## config.mk

```make
export PLATFORM = sky130hd
export DESIGN_NAME = im_loader_flat
export DESIGN_NICKNAME = d
export VERILOG_FILES = /design/src/rtl/im_loader_if.sv /design/src/rtl/im_loader.sv /design/src/flat_wrapper.sv
export SDC_FILE = /design/constraint.sdc
export NUM_CORES = 1
export LEC_CHECK = 0
export ABC_AREA = 1
export ABC_CLOCK_PERIOD_IN_PS = 2900
export CORE_MARGIN = 5
export CORE_UTILIZATION = 50
export CTS_CLUSTER_SIZE = 12
export DETAILED_ROUTE_END_ITERATION = 12
export GPL_TIMING_DRIVEN = 0
export PLACE_DENSITY_LB_ADDON = 0.12
export SYNTH_ARGS = -nofsm -noshare
export SYNTH_HDL_FRONTEND = slang
export SYNTH_SLANG_ARGS = --single-unit
```

## constraint.sdc

```tcl
create_clock -name clk -period 2.9 [get_ports clk]
set_input_delay 0.435 -clock clk [delete_from_list [all_inputs] [get_ports clk]]
set_output_delay 0.435 -clock clk [all_outputs]
set_load 0.01 [all_outputs]
```

## src/rtl/im_loader_if.sv

```systemverilog
// Byte-stream and instruction-memory write bundle for im_loader.
// master: the host/test side that drives the stream.
// slave: the loader, which drives the write port and the status flags.
interface im_loader_if;
  logic        start;
  logic [7:0]  byte_in;
  logic        byte_vld;
  logic        byte_rdy;
  logic        wr_en;
  logic [15:0] wr_addr;
  logic [15:0] wr_data;
  logic        busy;
  logic        done;
  logic        err;

  modport master (
    output start, byte_in, byte_vld,
    input  byte_rdy, wr_en, wr_addr, wr_data, busy, done, err
  );

  modport slave (
    input  start, byte_in, byte_vld,
    output byte_rdy, wr_en, wr_addr, wr_data, busy, done, err
  );
endinterface

```

## src/rtl/im_loader.sv

```systemverilog
// Program loader: consumes a big-endian byte stream made of a length header,
// N 16-bit instruction words and an XOR checksum, and writes each word into
// instruction memory. While busy is high the CPU is held in reset.
module im_loader #(
  parameter logic [15:0] BASE_ADDR = 16'h0000
) (
  input logic         clk,
  input logic         rst_n,
  im_loader_if.slave  bus
);

  typedef enum logic [2:0] {
    StIdle,
    StLenHi,
    StLenLo,
    StDatHi,
    StDatLo,
    StChkHi,
    StChkLo,
    StDone
  } state_e;

  state_e      state_q;
  logic [15:0] len_q;      // word count N from the header
  logic [15:0] idx_q;      // index of the next word to write
  logic [15:0] xor_q;      // running XOR of written words
  logic [7:0]  hi_q;       // high byte of the word or checksum in flight
  logic        busy_q;
  logic        done_q;
  logic        err_q;
  logic        wr_en_q;
  logic [15:0] wr_addr_q;
  logic [15:0] wr_data_q;

  logic        xfer;
  logic [15:0] cur_word;
  logic [15:0] len_rx;

  // A byte is taken only when the loader is mid-stream; busy_q marks exactly
  // the states LEN_HI..CHK_LO, so it doubles as the ready flag.
  assign xfer     = bus.byte_vld & busy_q;
  assign cur_word = {hi_q, bus.byte_in};
  assign len_rx   = {len_q[15:8], bus.byte_in};

  // Loader state machine with registered write port and status outputs.
  always_ff @(posedge clk) begin
    if (!rst_n) begin
      state_q   <= StIdle;
      len_q     <= 16'h0000;
      idx_q     <= 16'h0000;
      xor_q     <= 16'h0000;
      hi_q      <= 8'h00;
      busy_q    <= 1'b0;
      done_q    <= 1'b0;
      err_q     <= 1'b0;
      wr_en_q   <= 1'b0;
      wr_addr_q <= 16'h0000;
      wr_data_q <= 16'h0000;
    end else begin
      // Write strobe is a single-cycle pulse; address/data hold between writes.
      wr_en_q <= 1'b0;
      unique case (state_q)
        StIdle, StDone: begin
          if (bus.start) begin
            state_q <= StLenHi;
            busy_q  <= 1'b1;
            done_q  <= 1'b0;
            err_q   <= 1'b0;
            idx_q   <= 16'h0000;
            xor_q   <= 16'h0000;
          end
        end
        StLenHi: begin
          if (xfer) begin
            len_q[15:8] <= bus.byte_in;
            state_q     <= StLenLo;
          end
        end
        StLenLo: begin
          if (xfer) begin
            len_q[7:0] <= bus.byte_in;
            state_q    <= (len_rx != 16'h0000) ? StDatHi : StChkHi;
          end
        end
        StDatHi: begin
          if (xfer) begin
            hi_q    <= bus.byte_in;
            state_q <= StDatLo;
          end
        end
        StDatLo: begin
          if (xfer) begin
            wr_en_q   <= 1'b1;
            wr_addr_q <= BASE_ADDR + idx_q;  // wraps modulo 2^16
            wr_data_q <= cur_word;
            idx_q     <= idx_q + 16'd1;
            xor_q     <= xor_q ^ cur_word;
            // idx_q tops out at N-1 <= 65534, so idx_q + 1 never overflows here.
            state_q   <= (idx_q + 16'd1 == len_q) ? StChkHi : StDatHi;
          end
        end
        StChkHi: begin
          if (xfer) begin
            hi_q    <= bus.byte_in;
            state_q <= StChkLo;
          end
        end
        StChkLo: begin
          if (xfer) begin
            err_q   <= (cur_word != xor_q);
            done_q  <= 1'b1;
            busy_q  <= 1'b0;
            state_q <= StDone;
          end
        end
        default: begin
          state_q <= StIdle;
          busy_q  <= 1'b0;
        end
      endcase
    end
  end

  assign bus.byte_rdy = busy_q;
  assign bus.busy     = busy_q;
  assign bus.done     = done_q;
  assign bus.err      = err_q;
  assign bus.wr_en    = wr_en_q;
  assign bus.wr_addr  = wr_addr_q;
  assign bus.wr_data  = wr_data_q;

endmodule

```

## src/flat_wrapper.sv

```systemverilog
// flat-port wrapper written by rule: the top's interface ports become plain ports
module im_loader_flat 
#(
  parameter logic [15:0] BASE_ADDR = 16'h0000
)
  (clk, rst_n, bus_start, bus_byte_in, bus_byte_vld, bus_byte_rdy, bus_wr_en, bus_wr_addr, bus_wr_data, bus_busy, bus_done, bus_err);
  im_loader_if bus_i ();
  input logic clk;
  input logic rst_n;
  input wire logic [$bits(bus_i.start)-1:0] bus_start;
  input wire logic [$bits(bus_i.byte_in)-1:0] bus_byte_in;
  input wire logic [$bits(bus_i.byte_vld)-1:0] bus_byte_vld;
  output wire logic [$bits(bus_i.byte_rdy)-1:0] bus_byte_rdy;
  output wire logic [$bits(bus_i.wr_en)-1:0] bus_wr_en;
  output wire logic [$bits(bus_i.wr_addr)-1:0] bus_wr_addr;
  output wire logic [$bits(bus_i.wr_data)-1:0] bus_wr_data;
  output wire logic [$bits(bus_i.busy)-1:0] bus_busy;
  output wire logic [$bits(bus_i.done)-1:0] bus_done;
  output wire logic [$bits(bus_i.err)-1:0] bus_err;
  assign bus_i.start = bus_start;
  assign bus_i.byte_in = bus_byte_in;
  assign bus_i.byte_vld = bus_byte_vld;
  assign bus_byte_rdy = bus_i.byte_rdy;
  assign bus_wr_en = bus_i.wr_en;
  assign bus_wr_addr = bus_i.wr_addr;
  assign bus_wr_data = bus_i.wr_data;
  assign bus_busy = bus_i.busy;
  assign bus_done = bus_i.done;
  assign bus_err = bus_i.err;
  im_loader #(.BASE_ADDR(BASE_ADDR)) u_core (.clk(clk), .rst_n(rst_n), .bus(bus_i));
endmodule
```

# Yosys cells after proc, flatten, opt, wreduce, memory -nomap -nowiden

Index checks and enable logic that the tools add are counted.

Add/subtract/negate cells: 1
Equal/unequal tests: 16
Mux-type cells: 24
Bitwise gates (word level): 2
Reduce and logical (&&, ||, !) cells: 14

Operators by type and width:

| cell                                                 | count |
|---|---|
| case mux 16 bit (2 select lines)                     | 2 |
| 2-to-1 mux 16 bit                                    | 3 |
| 2-to-1 mux 3 bit                                     | 9 |
| case mux 3 bit (7 select lines)                      | 1 |
| adder 16 x 1 -> 16 bit (second input constant)       | 1 |
| equality test 16 bit                                 | 1 |
| != test 16 bit                                       | 1 |
| nonzero test 16 bit                                  | 1 |
| XOR 16 bit                                           | 1 |
| equality test 3 bit (second input constant)          | 4 |
| != test 2 x 1 -> 1 bit (second input constant)       | 6 |
| AND reduction 2 bit                                  | 5 |
| AND reduction 7 bit                                  | 1 |
| equality test 3 x 2 -> 1 bit (second input constant) | 2 |
| 2-to-1 mux 1 bit                                     | 6 |
| case mux 1 bit (2 select lines)                      | 3 |
| AND reduction 3 bit                                  | 2 |
| nonzero test 2 bit                                   | 2 |
| OR reduction 2 bit                                   | 2 |
| equality test 3 x 1 -> 1 bit (second input constant) | 1 |
| logical NOT 3 bit                                    | 1 |
| != test 2 bit (second input constant)                | 1 |
| AND 1 bit                                            | 1 |

Register bits after elaboration: 95
Input port bits: 12
Output and inout port bits: 37
Logic and storage cells: 69

# Logic depth before layout (Yosys ltp)

Word-level depth: 5
Mapped depth: 16
Depth with buffers taken out: 16

# Worst setup path after synthesis

No wires, ideal clock.

Kind: flip-flop to flip-flop
From: reg u_core.idx_q[0]
To: reg u_core.state_q[1]
Setup time: 0.134 ns
Arrival: 1.670 ns
Required time: 2.766 ns
Path slack: 1.097 ns
Cell stages (with the launch flop): 13
Buffers on the path: 0
Clock period less this slack: 1.803 ns
Cells stage by stage: dfxtp_1 -> ha_1 -> nand2_1 -> nor2_4 -> nand3_1 -> xnor3_1 -> nand2_1 -> nor2_1 -> nand2_1 -> nand2_1 -> nand2_1 -> nand2_1 -> a21oi_1

Word-level cells in the longest chain between the ends: 5

RTL lines:

| what                            | line             | source |
|---|---|---|
| start, declared                 | im_loader.sv:25  | `logic [15:0] idx_q;` |
| start signal, assigned          | im_loader.sv:96  | `idx_q <= idx_q + 16'd1;` |
| adder 16 x 1 -> 16 bit          | im_loader.sv:99  | `state_q <= (idx_q + 16'd1 == len_q) ? StChkHi : StDatHi;` |
| equality test 16 bit            | im_loader.sv:99  |  |
| 2-to-1 mux 3 bit                | im_loader.sv:99  |  |
| 2-to-1 mux 3 bit                | im_loader.sv:92  | `if (xfer) begin` |
| case mux 3 bit (7 select lines) | im_loader.sv:62  | `unique case (state_q)` |
| end signal, assigned            | im_loader.sv:65  | `state_q <= StLenHi;` |
| end signal, assigned            | im_loader.sv:99  |  |
| end signal, assigned            | im_loader.sv:105 | `state_q <= StChkLo;` |
| end, declared                   | im_loader.sv:23  | `state_e state_q;` |

Every way passes these cells. The select of a mux whose other input is x is not followed.
A chain may end at the register's enable or synchronous reset.

# Worst setup path after layout

Ends and elaborated chain as after synthesis.

==> flow_metrics.env <==
export IMPL_hp_class="flip-flop to flip-flop"
export IMPL_synth_top_area_share_pct=43.6
export IMPL_syn_num_nets=620
export IMPL_crit_type="flip-flop to flip-flop"
export IMPL_placed_area_sq_mm=0.00498
export IMPL_async_flop_share_pct=0
export IMPL_clk_insertion_delay_late_ps=370
export IMPL_setup_slack_ps=586
export IMPL_die_h_microns=103
export IMPL_root_buffer="clkbuf_8"
export IMPL_rsz0062_at_grt="false"
export IMPL_place_inst=763
export IMPL_nNetsFinal=679
export IMPL_row_count=34
export IMPL_p_per_area_mw_per_mm2=470
export IMPL_final_area_sq_mm=0.00518
export IMPL_ant_nets=0
export IMPL_grt_usage_pct=23.9
export IMPL_ctsHoldBuffers=0
export IMPL_ys_seq_area_share_pct=43.6
export IMPL_final_core_util_pct=60.3
export IMPL_synth_area_per_cell_sq_um=7.19
export IMPL_cts_buffers=9
export IMPL_initialDrtViolationCount=243
export IMPL_final_min_clock_period_ps=2310
export IMPL_portBuffers=48
export IMPL_status="finished, final reports clean"
export IMPL_yosys_warnings=0
export IMPL_first_global_vias=3979
export IMPL_clock_sinks=95
export IMPL_wire_per_inst_microns=15.7
export IMPL_antenna_found_initial=0
export IMPL_dr_pass1_iters=5
export IMPL_vdd_drop_max_mv=0.242
export IMPL_dp_slack_ps=304
export IMPL_htreeDepth=3
export IMPL_synth_seq_cells=95
export IMPL_synth_most_common_cell="nand2_1"
export IMPL_setup_violations=0
export IMPL_layout_cells_non_filler=779
export IMPL_synth_edff_count=0
export IMPL_leakagePower_nw=2.05
export IMPL_clkTransAtPathRegs_ps=100
export IMPL_cp_arrival_ps=2550
export IMPL_core_area_sq_mm=0.00859
export IMPL_tightestPinTransition_ps=659
export IMPL_die_area_sq_mm=0.0107
export IMPL_fin_crit_sh_pct=79.8
export IMPL_holdWs_ps=476
export IMPL_cts_buffer_depth=2
export IMPL_setup_worst_path_end_class="flip-flop"
export IMPL_dieWidth_microns=103
export IMPL_worst_path_max_fanout=6
export IMPL_synthesis_instances=607
export IMPL_routed_wl_microns=12200
export IMPL_initial_core_util_pct=50.8
export IMPL_drive_above_1_share_pct=6.56
export IMPL_fin_tns_setup_ps=0
export IMPL_ioPinCount=49
export IMPL_p_total_mw=2.43
export IMPL_cts_resized=0
export IMPL_max_freq_mhz=432
export IMPL_hold_violations=0
export IMPL_synth_area_leaders="dfxtp_1 (44%), nand2_1 (11%), a21oi_1 (9.3%), o21ai_0 (6.5%), nand3_1 (5.6%)"
export IMPL_startpoint_type="flip-flop"
export IMPL_relSlewSlack_pct=56.0
export IMPL_grt_overflow_total=0
export IMPL_grt_max_degree=17
export IMPL_cts_tree="done"
export IMPL_final_setup_skew_ps=11.9
export IMPL_cap_viol_max_count=0
export IMPL_finalMaxSlewViolations=0
export IMPL_grt_first_pass_wirelength_microns=19400
export IMPL_required_ps=3130
export IMPL_cts_setup_buffers=0
export IMPL_diodes=0
export IMPL_netlist_area_sq_mm=0.00436
export IMPL_ys_types=32
export IMPL_gp_congestion=0.906
export IMPL_via_per_inst=5.38
export IMPL_yosys_top_cells_count="nand2_1 (129), dfxtp_1 (95), a21oi_1 (81)"
export IMPL_synth_top_area_cell="dfxtp_1"
export IMPL_place_hpwl_microns=8980
export IMPL_route_vias_total=4189
export IMPL_drc_errors=0
export IMPL_area_growth_pct=18.8
export IMPL_ys_flop_type="dfxtp_1"
[cell families after synthesis]
kind of cell / synth area share [%]
AOI/OAI and AO/OA: 16.8
xor gates and xnor gates: 5.05
adders and majority gates: 0.287
buffers and inverters: 7.60
DFF: 43.6
and+or+nand+nor: 26.7
[flip-flops by register name, indices dropped and copies added, names as in the netlist]
register and cells:
u_core.bus.busy 1, u_core.bus.wr_en 1, u_core.bus.wr_addr 16, u_core.state_q 3
u_core.xor_q 16, u_core.bus.wr_data 16, u_core.len_q 16, u_core.idx_q 16
u_core.bus.err 1, u_core.bus.done 1, u_core.hi_q 8
[path summary, 6_finish.rpt]
| path | from | to | slack [ps] | depth (start not counted) |
|---|---|---|---|---|
| worst max-delay path | u_core.idx_q[0] | u_core.state_q[1] | 590 | 14 |
| worst min-delay path | u_core.xor_q[0] | u_core.xor_q[0] | 480 | 2 |
| worst max register to register | u_core.idx_q[0] | u_core.state_q[1] | 590 | 14 |
| worst min register to register | u_core.xor_q[0] | u_core.xor_q[0] | 480 | 2 |
[cell usage in the layout (no fill, tap or decap), drive strengths merged, types with 2 or more instances in the layout]
cell type      synthesis  final
nor3                   2      2
clkinvlp               0      2
nand2                132    132
xnor2                 11     11
buf                    7      7
clkbuf                24     34
dfxtp                 95     95
nand3                 50     50
clkdlybuf4s50          0     48
clkinv                 0      2
nor4                   6      6
o21ai                 57     57
xnor3                  2      2
or2                    8      8
nor2                  56     56
a21oi                 82     82
xor2                   9      9
inv                   52     53
nand4                  8      8
[power breakdown]
group | leakage [nW] | internal, mW | switching [mW]
clock | 0.0989 | 0.425 | 0.484
sequential | 0.766 | 1.32 | 0.0130
combinational | 1.18 | 0.0651 | 0.129
[final cells by class]
class                           instances  area, sq um
Multi-Input combinational cell        429         2130
Sequential cell                        95         1900
Tap cell                              108          135
Fill cell                             832         3410
Inverter                               52          195
Timing Repair Buffer                   48          480
Clock buffer                           10          138
Buffer                                 31          136
Clock inverter                          6         67.6
[layer usage]
layer	GRT usage (%)	up-vias	wire (microns)	part of all wire [%]
met5	0	-	0	0
met4	9.26	0	246	2.0
met3	3.89	17	688	5.6
met2	39.6	124	5870	48
met1	31.1	1938	5430	44
li1	-	2110	-	-
[worst max-delay path: stages (launching register included)]
cell and delay (ps):
dfxtp_1 450, ha_1 300, nand2_1 180, nor2_4 220, nand3_1 100, nand3_1 150
nand2_1 60, nor2_1 120, nand3_1 110, nor2_1 180, nand2_1 80, nand2_1 60
nand2_1 40, nand2_1 60, a21oi_1 60
Note: power is estimated with default switching activity, not from simulation.
